File: config.mk
export PLATFORM = sky130hd
export DESIGN_NAME = pcpi_master_flat
export DESIGN_NICKNAME = d
export VERILOG_FILES = /design/src/rtl/pcpi_master_pkg.sv /design/src/rtl/pcpi_master_if.sv /design/src/rtl/pcpi_timeout_cnt.sv /design/src/rtl/pcpi_master.sv /design/src/flat_wrapper.sv
export SDC_FILE = /design/constraint.sdc
export NUM_CORES = 1
export LEC_CHECK = 0
export BUFFER_PORTS_ARGS = -buffer_cell sky130_fd_sc_hd__buf_2
export CORE_ASPECT_RATIO = 0.9
export CORE_MARGIN = 5
export CORE_UTILIZATION = 40
export DETAILED_ROUTE_END_ITERATION = 10
export PLACE_DENSITY = 0.74
export SYNTH_ARGS = -nofsm -noshare
export SYNTH_HDL_FRONTEND = slang
export SYNTH_SLANG_ARGS = --single-unit
File: constraint.sdc
create_clock -name clk -period 5.05 [get_ports clk]
set_input_delay 0.505 -clock clk [delete_from_list [all_inputs] [get_ports clk]]
set_output_delay 0.505 -clock clk [all_outputs]
set_load 0.02 [all_outputs]
File: src/rtl/pcpi_master_pkg.sv
// Shared types and constants for the PCPI master: FSM states, response error
// codes, bus payload structs, default limits and R-type encoding helpers.
package pcpi_master_pkg;

    localparam int unsigned XLEN           = 32;
    localparam int unsigned ERR_W          = 2;
    localparam int unsigned TIMEOUT_DEF    = 16;
    localparam int unsigned WDOG_LIMIT_DEF = 256;

    typedef enum logic [1:0] {
        ST_IDLE  = 2'd0,
        ST_ISSUE = 2'd1,
        ST_RESP  = 2'd2
    } state_t;

    typedef logic [ERR_W-1:0] rsp_err_t;

    localparam rsp_err_t ERR_NONE    = 2'b00;
    localparam rsp_err_t ERR_TIMEOUT = 2'b01;
    localparam rsp_err_t ERR_WDOG    = 2'b10;

    // Latched command presented on the PCPI request side
    typedef struct packed {
        logic [XLEN-1:0] insn;
        logic [XLEN-1:0] rs1;
        logic [XLEN-1:0] rs2;
    } pcpi_req_t;

    // Response payload held until the consumer takes it
    typedef struct packed {
        logic [XLEN-1:0] rd;
        logic            wr;
        rsp_err_t        err;
    } pcpi_rsp_t;

    // RV32M R-type encodings
    localparam logic [6:0] OPCODE_OP     = 7'b0110011;
    localparam logic [6:0] FUNCT7_MULDIV = 7'b0000001;
    localparam logic [2:0] F3_MUL        = 3'b000;
    localparam logic [2:0] F3_DIV        = 3'b100;
    localparam logic [2:0] F3_DIVU       = 3'b101;
    localparam logic [2:0] F3_REM        = 3'b110;
    localparam logic [2:0] F3_REMU       = 3'b111;

    function automatic logic [XLEN-1:0] mk_rtype(input logic [6:0] funct7,
                                                 input logic [2:0] funct3,
                                                 input logic [4:0] rd,
                                                 input logic [4:0] rs1,
                                                 input logic [4:0] rs2);
        return {funct7, rs2, rs1, funct3, rd, OPCODE_OP};
    endfunction

endpackage

File: src/rtl/pcpi_master_if.sv
// Command, PCPI request/response and result handshake bundle for pcpi_master.
interface pcpi_master_if;
    import pcpi_master_pkg::*;

    logic            cmd_valid;
    logic            cmd_ready;
    logic [XLEN-1:0] cmd_insn;
    logic [XLEN-1:0] cmd_rs1;
    logic [XLEN-1:0] cmd_rs2;

    logic            pcpi_valid;
    logic [XLEN-1:0] pcpi_insn;
    logic [XLEN-1:0] pcpi_rs1;
    logic [XLEN-1:0] pcpi_rs2;
    logic            pcpi_wr;
    logic [XLEN-1:0] pcpi_rd;
    logic            pcpi_wait;
    logic            pcpi_ready;

    logic            rsp_valid;
    logic            rsp_ready;
    logic [XLEN-1:0] rsp_rd;
    logic            rsp_wr;
    rsp_err_t        rsp_err;

    modport master (
        input  cmd_valid, cmd_insn, cmd_rs1, cmd_rs2,
        output cmd_ready,
        output pcpi_valid, pcpi_insn, pcpi_rs1, pcpi_rs2,
        input  pcpi_wr, pcpi_rd, pcpi_wait, pcpi_ready,
        output rsp_valid, rsp_rd, rsp_wr, rsp_err,
        input  rsp_ready
    );

    modport slave (
        output cmd_valid, cmd_insn, cmd_rs1, cmd_rs2,
        input  cmd_ready,
        input  pcpi_valid, pcpi_insn, pcpi_rs1, pcpi_rs2,
        output pcpi_wr, pcpi_rd, pcpi_wait, pcpi_ready,
        input  rsp_valid, rsp_rd, rsp_wr, rsp_err,
        output rsp_ready
    );

endinterface

File: src/rtl/pcpi_timeout_cnt.sv
// Clearable saturating cycle counter; tc_c flags the cycle whose increment
// would reach LIMIT, so the owner can act on that same edge.
module pcpi_timeout_cnt
    import pcpi_master_pkg::*;
#(
    parameter int unsigned LIMIT = TIMEOUT_DEF
) (
    input  logic clk,
    input  logic reset,
    input  logic clr,
    input  logic inc,
    output logic tc_c
);

    localparam int unsigned CW = $clog2(LIMIT + 1);

    logic [CW-1:0] count;

    // Clear wins over increment; holds at LIMIT once reached
    always_ff @(posedge clk or posedge reset) begin
        if (reset) begin
            count <= '0;
        end else if (clr) begin
            count <= '0;
        end else if (inc && (count != CW'(LIMIT))) begin
            count <= count + CW'(1);
        end
    end

    assign tc_c = inc && !clr && (count >= CW'(LIMIT - 1));

endmodule

File: src/rtl/pcpi_master.sv
// PCPI issue master: accepts one command, drives it onto PCPI until the
// coprocessor answers or gives up, then holds the response for the consumer.
// Optional watchdog on total ISSUE cycles: define PCPI_MASTER_WATCHDOG_EN.
module pcpi_master
    import pcpi_master_pkg::*;
#(
    parameter int unsigned TIMEOUT    = TIMEOUT_DEF,
    parameter int unsigned WDOG_LIMIT = WDOG_LIMIT_DEF
) (
    input  logic          clk,
    input  logic          reset,
    pcpi_master_if.master bus
);

    if (TIMEOUT < 1) begin : g_bad_timeout
        $error("pcpi_master: TIMEOUT must be at least 1");
    end
    if (WDOG_LIMIT < 1) begin : g_bad_wdog
        $error("pcpi_master: WDOG_LIMIT must be at least 1");
    end

    state_t    state, state_next;
    pcpi_req_t req, req_next;
    pcpi_rsp_t rsp, rsp_next;

    logic cmd_ready_q;
    logic pcpi_valid_q;
    logic rsp_valid_q;

    logic in_issue_c;
    logic to_tc_c;
    logic wdog_tc_c;

    assign in_issue_c = (state == ST_ISSUE);

    // Counts consecutive ISSUE cycles in which the coprocessor shows no sign of life
    pcpi_timeout_cnt #(
        .LIMIT (TIMEOUT)
    ) u_timeout (
        .clk   (clk),
        .reset (reset),
        .clr   (!in_issue_c || bus.pcpi_wait),
        .inc   (in_issue_c),
        .tc_c  (to_tc_c)
    );

`ifdef PCPI_MASTER_WATCHDOG_EN
    // Bounds total ISSUE time even while the coprocessor keeps asserting wait
    pcpi_timeout_cnt #(
        .LIMIT (WDOG_LIMIT)
    ) u_wdog (
        .clk   (clk),
        .reset (reset),
        .clr   (!in_issue_c),
        .inc   (in_issue_c),
        .tc_c  (wdog_tc_c)
    );
`else
    assign wdog_tc_c = 1'b0;
`endif

    // Next state and next payload; a coprocessor answer beats any abort in the same cycle
    always_comb begin
        state_next = state;
        req_next   = req;
        rsp_next   = rsp;

        case (state)
            ST_IDLE: begin
                if (bus.cmd_valid && cmd_ready_q) begin
                    state_next   = ST_ISSUE;
                    req_next.insn = bus.cmd_insn;
                    req_next.rs1  = bus.cmd_rs1;
                    req_next.rs2  = bus.cmd_rs2;
                end
            end

            ST_ISSUE: begin
                if (bus.pcpi_ready) begin
                    state_next  = ST_RESP;
                    rsp_next.rd  = bus.pcpi_rd;
                    rsp_next.wr  = bus.pcpi_wr;
                    rsp_next.err = ERR_NONE;
                end else if (wdog_tc_c) begin
                    state_next  = ST_RESP;
                    rsp_next.rd  = '0;
                    rsp_next.wr  = 1'b0;
                    rsp_next.err = ERR_WDOG;
                end else if (to_tc_c) begin
                    state_next  = ST_RESP;
                    rsp_next.rd  = '0;
                    rsp_next.wr  = 1'b0;
                    rsp_next.err = ERR_TIMEOUT;
                end
            end

            ST_RESP: begin
                if (bus.rsp_ready) begin
                    state_next = ST_IDLE;
                end
            end

            default: begin
                state_next = ST_IDLE;
            end
        endcase
    end

    // State, payload and handshake flags; flags follow next state so each is
    // already correct in the first cycle of the state it belongs to
    always_ff @(posedge clk or posedge reset) begin
        if (reset) begin
            state        <= ST_IDLE;
            req          <= '0;
            rsp          <= '0;
            cmd_ready_q  <= 1'b0;
            pcpi_valid_q <= 1'b0;
            rsp_valid_q  <= 1'b0;
        end else begin
            state        <= state_next;
            req          <= req_next;
            rsp          <= rsp_next;
            cmd_ready_q  <= (state_next == ST_IDLE);
            pcpi_valid_q <= (state_next == ST_ISSUE);
            rsp_valid_q  <= (state_next == ST_RESP);
        end
    end

    assign bus.cmd_ready  = cmd_ready_q;
    assign bus.pcpi_valid = pcpi_valid_q;
    assign bus.pcpi_insn  = req.insn;
    assign bus.pcpi_rs1   = req.rs1;
    assign bus.pcpi_rs2   = req.rs2;
    assign bus.rsp_valid  = rsp_valid_q;
    assign bus.rsp_rd     = rsp.rd;
    assign bus.rsp_wr     = rsp.wr;
    assign bus.rsp_err    = rsp.err;

endmodule

File: src/flat_wrapper.sv
// flat-port wrapper written by rule: the top's interface ports become plain ports
module pcpi_master_flat import pcpi_master_pkg::*;
#(
    parameter int unsigned TIMEOUT    = TIMEOUT_DEF,
    parameter int unsigned WDOG_LIMIT = WDOG_LIMIT_DEF
)
  (clk, reset, bus_cmd_valid, bus_cmd_insn, bus_cmd_rs1, bus_cmd_rs2, bus_cmd_ready, bus_pcpi_valid, bus_pcpi_insn, bus_pcpi_rs1, bus_pcpi_rs2, bus_pcpi_wr, bus_pcpi_rd, bus_pcpi_wait, bus_pcpi_ready, bus_rsp_valid, bus_rsp_rd, bus_rsp_wr, bus_rsp_err, bus_rsp_ready);
  pcpi_master_if bus_i ();
  input  logic clk;
  input  logic reset;
  input wire logic [$bits(bus_i.cmd_valid)-1:0] bus_cmd_valid;
  input wire logic [$bits(bus_i.cmd_insn)-1:0] bus_cmd_insn;
  input wire logic [$bits(bus_i.cmd_rs1)-1:0] bus_cmd_rs1;
  input wire logic [$bits(bus_i.cmd_rs2)-1:0] bus_cmd_rs2;
  output wire logic [$bits(bus_i.cmd_ready)-1:0] bus_cmd_ready;
  output wire logic [$bits(bus_i.pcpi_valid)-1:0] bus_pcpi_valid;
  output wire logic [$bits(bus_i.pcpi_insn)-1:0] bus_pcpi_insn;
  output wire logic [$bits(bus_i.pcpi_rs1)-1:0] bus_pcpi_rs1;
  output wire logic [$bits(bus_i.pcpi_rs2)-1:0] bus_pcpi_rs2;
  input wire logic [$bits(bus_i.pcpi_wr)-1:0] bus_pcpi_wr;
  input wire logic [$bits(bus_i.pcpi_rd)-1:0] bus_pcpi_rd;
  input wire logic [$bits(bus_i.pcpi_wait)-1:0] bus_pcpi_wait;
  input wire logic [$bits(bus_i.pcpi_ready)-1:0] bus_pcpi_ready;
  output wire logic [$bits(bus_i.rsp_valid)-1:0] bus_rsp_valid;
  output wire logic [$bits(bus_i.rsp_rd)-1:0] bus_rsp_rd;
  output wire logic [$bits(bus_i.rsp_wr)-1:0] bus_rsp_wr;
  output wire logic [$bits(bus_i.rsp_err)-1:0] bus_rsp_err;
  input wire logic [$bits(bus_i.rsp_ready)-1:0] bus_rsp_ready;
  assign bus_i.cmd_valid = bus_cmd_valid;
  assign bus_i.cmd_insn = bus_cmd_insn;
  assign bus_i.cmd_rs1 = bus_cmd_rs1;
  assign bus_i.cmd_rs2 = bus_cmd_rs2;
  assign bus_cmd_ready = bus_i.cmd_ready;
  assign bus_pcpi_valid = bus_i.pcpi_valid;
  assign bus_pcpi_insn = bus_i.pcpi_insn;
  assign bus_pcpi_rs1 = bus_i.pcpi_rs1;
  assign bus_pcpi_rs2 = bus_i.pcpi_rs2;
  assign bus_i.pcpi_wr = bus_pcpi_wr;
  assign bus_i.pcpi_rd = bus_pcpi_rd;
  assign bus_i.pcpi_wait = bus_pcpi_wait;
  assign bus_i.pcpi_ready = bus_pcpi_ready;
  assign bus_rsp_valid = bus_i.rsp_valid;
  assign bus_rsp_rd = bus_i.rsp_rd;
  assign bus_rsp_wr = bus_i.rsp_wr;
  assign bus_rsp_err = bus_i.rsp_err;
  assign bus_i.rsp_ready = bus_rsp_ready;
  pcpi_master #(.TIMEOUT(TIMEOUT), .WDOG_LIMIT(WDOG_LIMIT)) u_core (.clk(clk), .reset(reset), .bus(bus_i));
endmodule
==> metrics.txt <==
status finished, final reports clean; number of enable flip-flop cells after synthesis 0; Worst EP arrival 2850 ps; num ports 269; wire length per cell 16.3 microns; largest net degree at the start of global routing 93; reg2reg start u_core.u_timeout.count[1]$_DFFE_PP0P_; Tcrit/Tclk final 49.6%; initial drt markers 123; Post-Synth Simple-Gate Area 2.16%; CTS max path bufs 2; Max Slew Vio Count 0; worst-path fanout max 35; critical path endpoint category flop; vias in the first global route 3991; nets 738; GRT overflow 0; DRC viols 0; cell leakage power 3.71 nW; Hold/Removal Path Class in2async; most frequent CP cell ha_1; r2r setup slk 2540 ps; DRT antenna net count 0; Die Y 119 microns; Root Driver clkbuf_16; WL final 12700 microns; TNS Setup 0 ps; Worst R2R Path Depth 6; Die W 132 microns; max_cap viols 0; Setup crit start kind flop; synth unique cells 30; post-CTS setup buffers 0; core area 0.0132 sq mm; Main synth FF type dfrtp_1; port bufs 267; Resize count post-CTS 0; Synth Area in Compound Gates 6.39%; Hold Vio Cnt, Final 0; CTS H-tree depth 4; RR Endpoint u_core.bus.rsp_rd[12]$_DFFE_PP0P_; Initial Util 40.3%; Slew @ Worst Pin 1250 ps; initial antenna violation count 0; Buf/Inv on CP 0; gr usage total 16.4%; Post-CTS Hold Buffers 0; CTS tree built; Via density 4.70; layout cells sized above 1 63.7%; synthesized flop and latch total 140; GP Congestion 0.729; cell count after synthesis 330; synthesized cell area 0.00533 sq mm; syn_area_per_cell 16.1 sq um; Yosys Warn Count 0; crit-path cells ha_1, and3_1, ha_1, nor3_1, a221o_1, a22o_1; RSZ-0062 raised after global routing no; Slowest-stage cell, CP a221o_1; Async SR Flop Fraction 100%; fmax 399 MHz; die area 0.0157 sq mm; Seq/Total Area, Yosys 65.8%; Clk Latency, worst-skew pair 410 ps; synth-to-layout area growth 37.6%; Worst IR Drop VDD 280 uV; TritonCTS Buffers 17; total power 5.39 mW; mux share of post-synthesis cell area 20.5%; largest family of logic cells by synthesized area multiplexers; Final setup violation count 0; Worst-path clk slew 60 ps; n_diodes 0; WP data required 5390 ps; Synth Area in XOR/XNOR 0.493%; DP HPWL 9500 microns; largest delay contributor family on the critical path compound AO/OA/AOI/OAI gates; Pwr Density 735 mW/mm^2; CP peak stage delay 980 ps; CP Class reg2reg; CTS sink count 140; clock skew 10.8 ps; Post-Syn Nets 468; synthesized-area fraction occupied by adder cells 0.705%; first-pass GRT wire length 20600 microns; First-pass DRT Iterations 4; num rows 40; min Tclk post-route 2510 ps; via count 3667; Rel. slew slack 16.5%
[power by group]
| part | internal [mW] | switching [mW] | total, mW |
|---|---|---|---|
| Clock | 0.808 | 0.428 | 1.24 |
| Combinational | 0.928 | 1.27 | 2.20 |
| Sequential | 1.67 | 0.276 | 1.95 |
[worst max-delay path by stage]
stage,from,to,slack [ps],cells after the start
global route,u_core.u_timeout.count[1]$_DFFE_PP0P_,u_core.bus.rsp_rd[15]$_DFFE_PP0P_,2330,6
global placement,u_core.u_timeout.count[0]$_DFFE_PP0P_,u_core.bus.rsp_rd[17]$_DFFE_PP0P_,2650,6
CTS,u_core.u_timeout.count[1]$_DFFE_PP0P_,u_core.bus.rsp_rd[12]$_DFFE_PP0P_,2510,6
finish,u_core.u_timeout.count[1]$_DFFE_PP0P_,u_core.bus.rsp_rd[12]$_DFFE_PP0P_,2540,6
floorplan,reset,u_core.bus.cmd_ready$_DFF_PP0_,790,1
detailed placement,u_core.u_timeout.count[1]$_DFFE_PP0P_,u_core.bus.rsp_rd[12]$_DFFE_PP0P_,2530,6
[cell type report]
type | instances | area [sq um]
Sequential cell | 140 | 3500
Timing Repair Buffer | 270 | 1360
Fill cell | 1079 | 5880
Multi-Input combinational cell | 164 | 1630
Clock buffer | 23 | 478
Inverter | 7 | 31.3
Clock inverter | 8 | 115
Tap cell | 168 | 210
[stage by stage]
step / cells / instance area, sq um / worst slack (ps) / hold WS, ps / utilization (%)
finish: 780 / 7330 / 2540 / 239 / 55.5
floorplan: 330 / 5330 / 792 / 512 / -
global route: 780 / 7330 / 2330 / 296 / 55.5
CTS: 780 / 7330 / 2510 / 284 / 55.5
detailed placement: 749 / 6740 / 2530 / 472 / 51.0
global placement: 749 / 6740 / 2650 / 463 / 51.0
[cell families (layout without fill, tap and decap cells)]
logic type | after synthesis | after routing
muxes | 97 | 97
buffers and inverters | 26 | 308
xor gates and xnor gates | 3 | 3
adders and majority gates | 3 | 3
and+or+nand+nor | 20 | 20
AOI/OAI and AO/OA | 40 | 40
other | 1 | 1
DFF | 140 | 140
[registers in the layout, summed over array words and instances, names as in the netlist]
signal and count:
u_core.bus.cmd_ready 1, u_core.bus.pcpi_insn 32, u_core.bus.pcpi_rs1 32, u_core.bus.pcpi_rs2 32
u_core.bus.pcpi_valid 1, u_core.bus.rsp_err 1, u_core.bus.rsp_rd 32, u_core.bus.rsp_valid 1
u_core.bus.rsp_wr 1, u_core.state 2, u_core.u_timeout.count 5
[layer usage]
layer	routed length, microns	GRT usage [%]	up-vias
met3	1010	5.74	18
met1	5020	19.6	1765
met5	0	0	-
li1	-	-	1720
met4	211	6.49	0
met2	6490	27.3	164
[cells in the final DEF (no fill, tap or decap), drive strengths merged]
master,count
buf,270
dfrtp,140
mux2,96
a22o,33
clkbuf,23
inv,7
nor2,6
clkinv,5
nand2,3
ha,3
bufinv,3
nand2b,2
nor3,2
and3,2
a21oi,2
o31ai,2
xnor2,2
nor4bb,1
nand4,1
a221o,1
nor2b,1
and4bb,1
mux2i,1
nand3,1
xor2,1
a211oi,1
a2bb2oi,1
conb,1
[Yosys cell counts, drive strengths merged (2+ instances only)]
cell type	number	area, sq um
mux2	96	1080
a21oi	2	10.0
buf	19	181
nor2	6	22.5
and3	2	12.5
inv	7	26.3
nand2	3	11.3
dfrtp	140	3500
xnor2	2	17.5
ha	3	37.5
a22o	33	289
nand2b	2	12.5
o31ai	2	15.0
nor3	2	10.0
(Power assumes the default switching activity.)
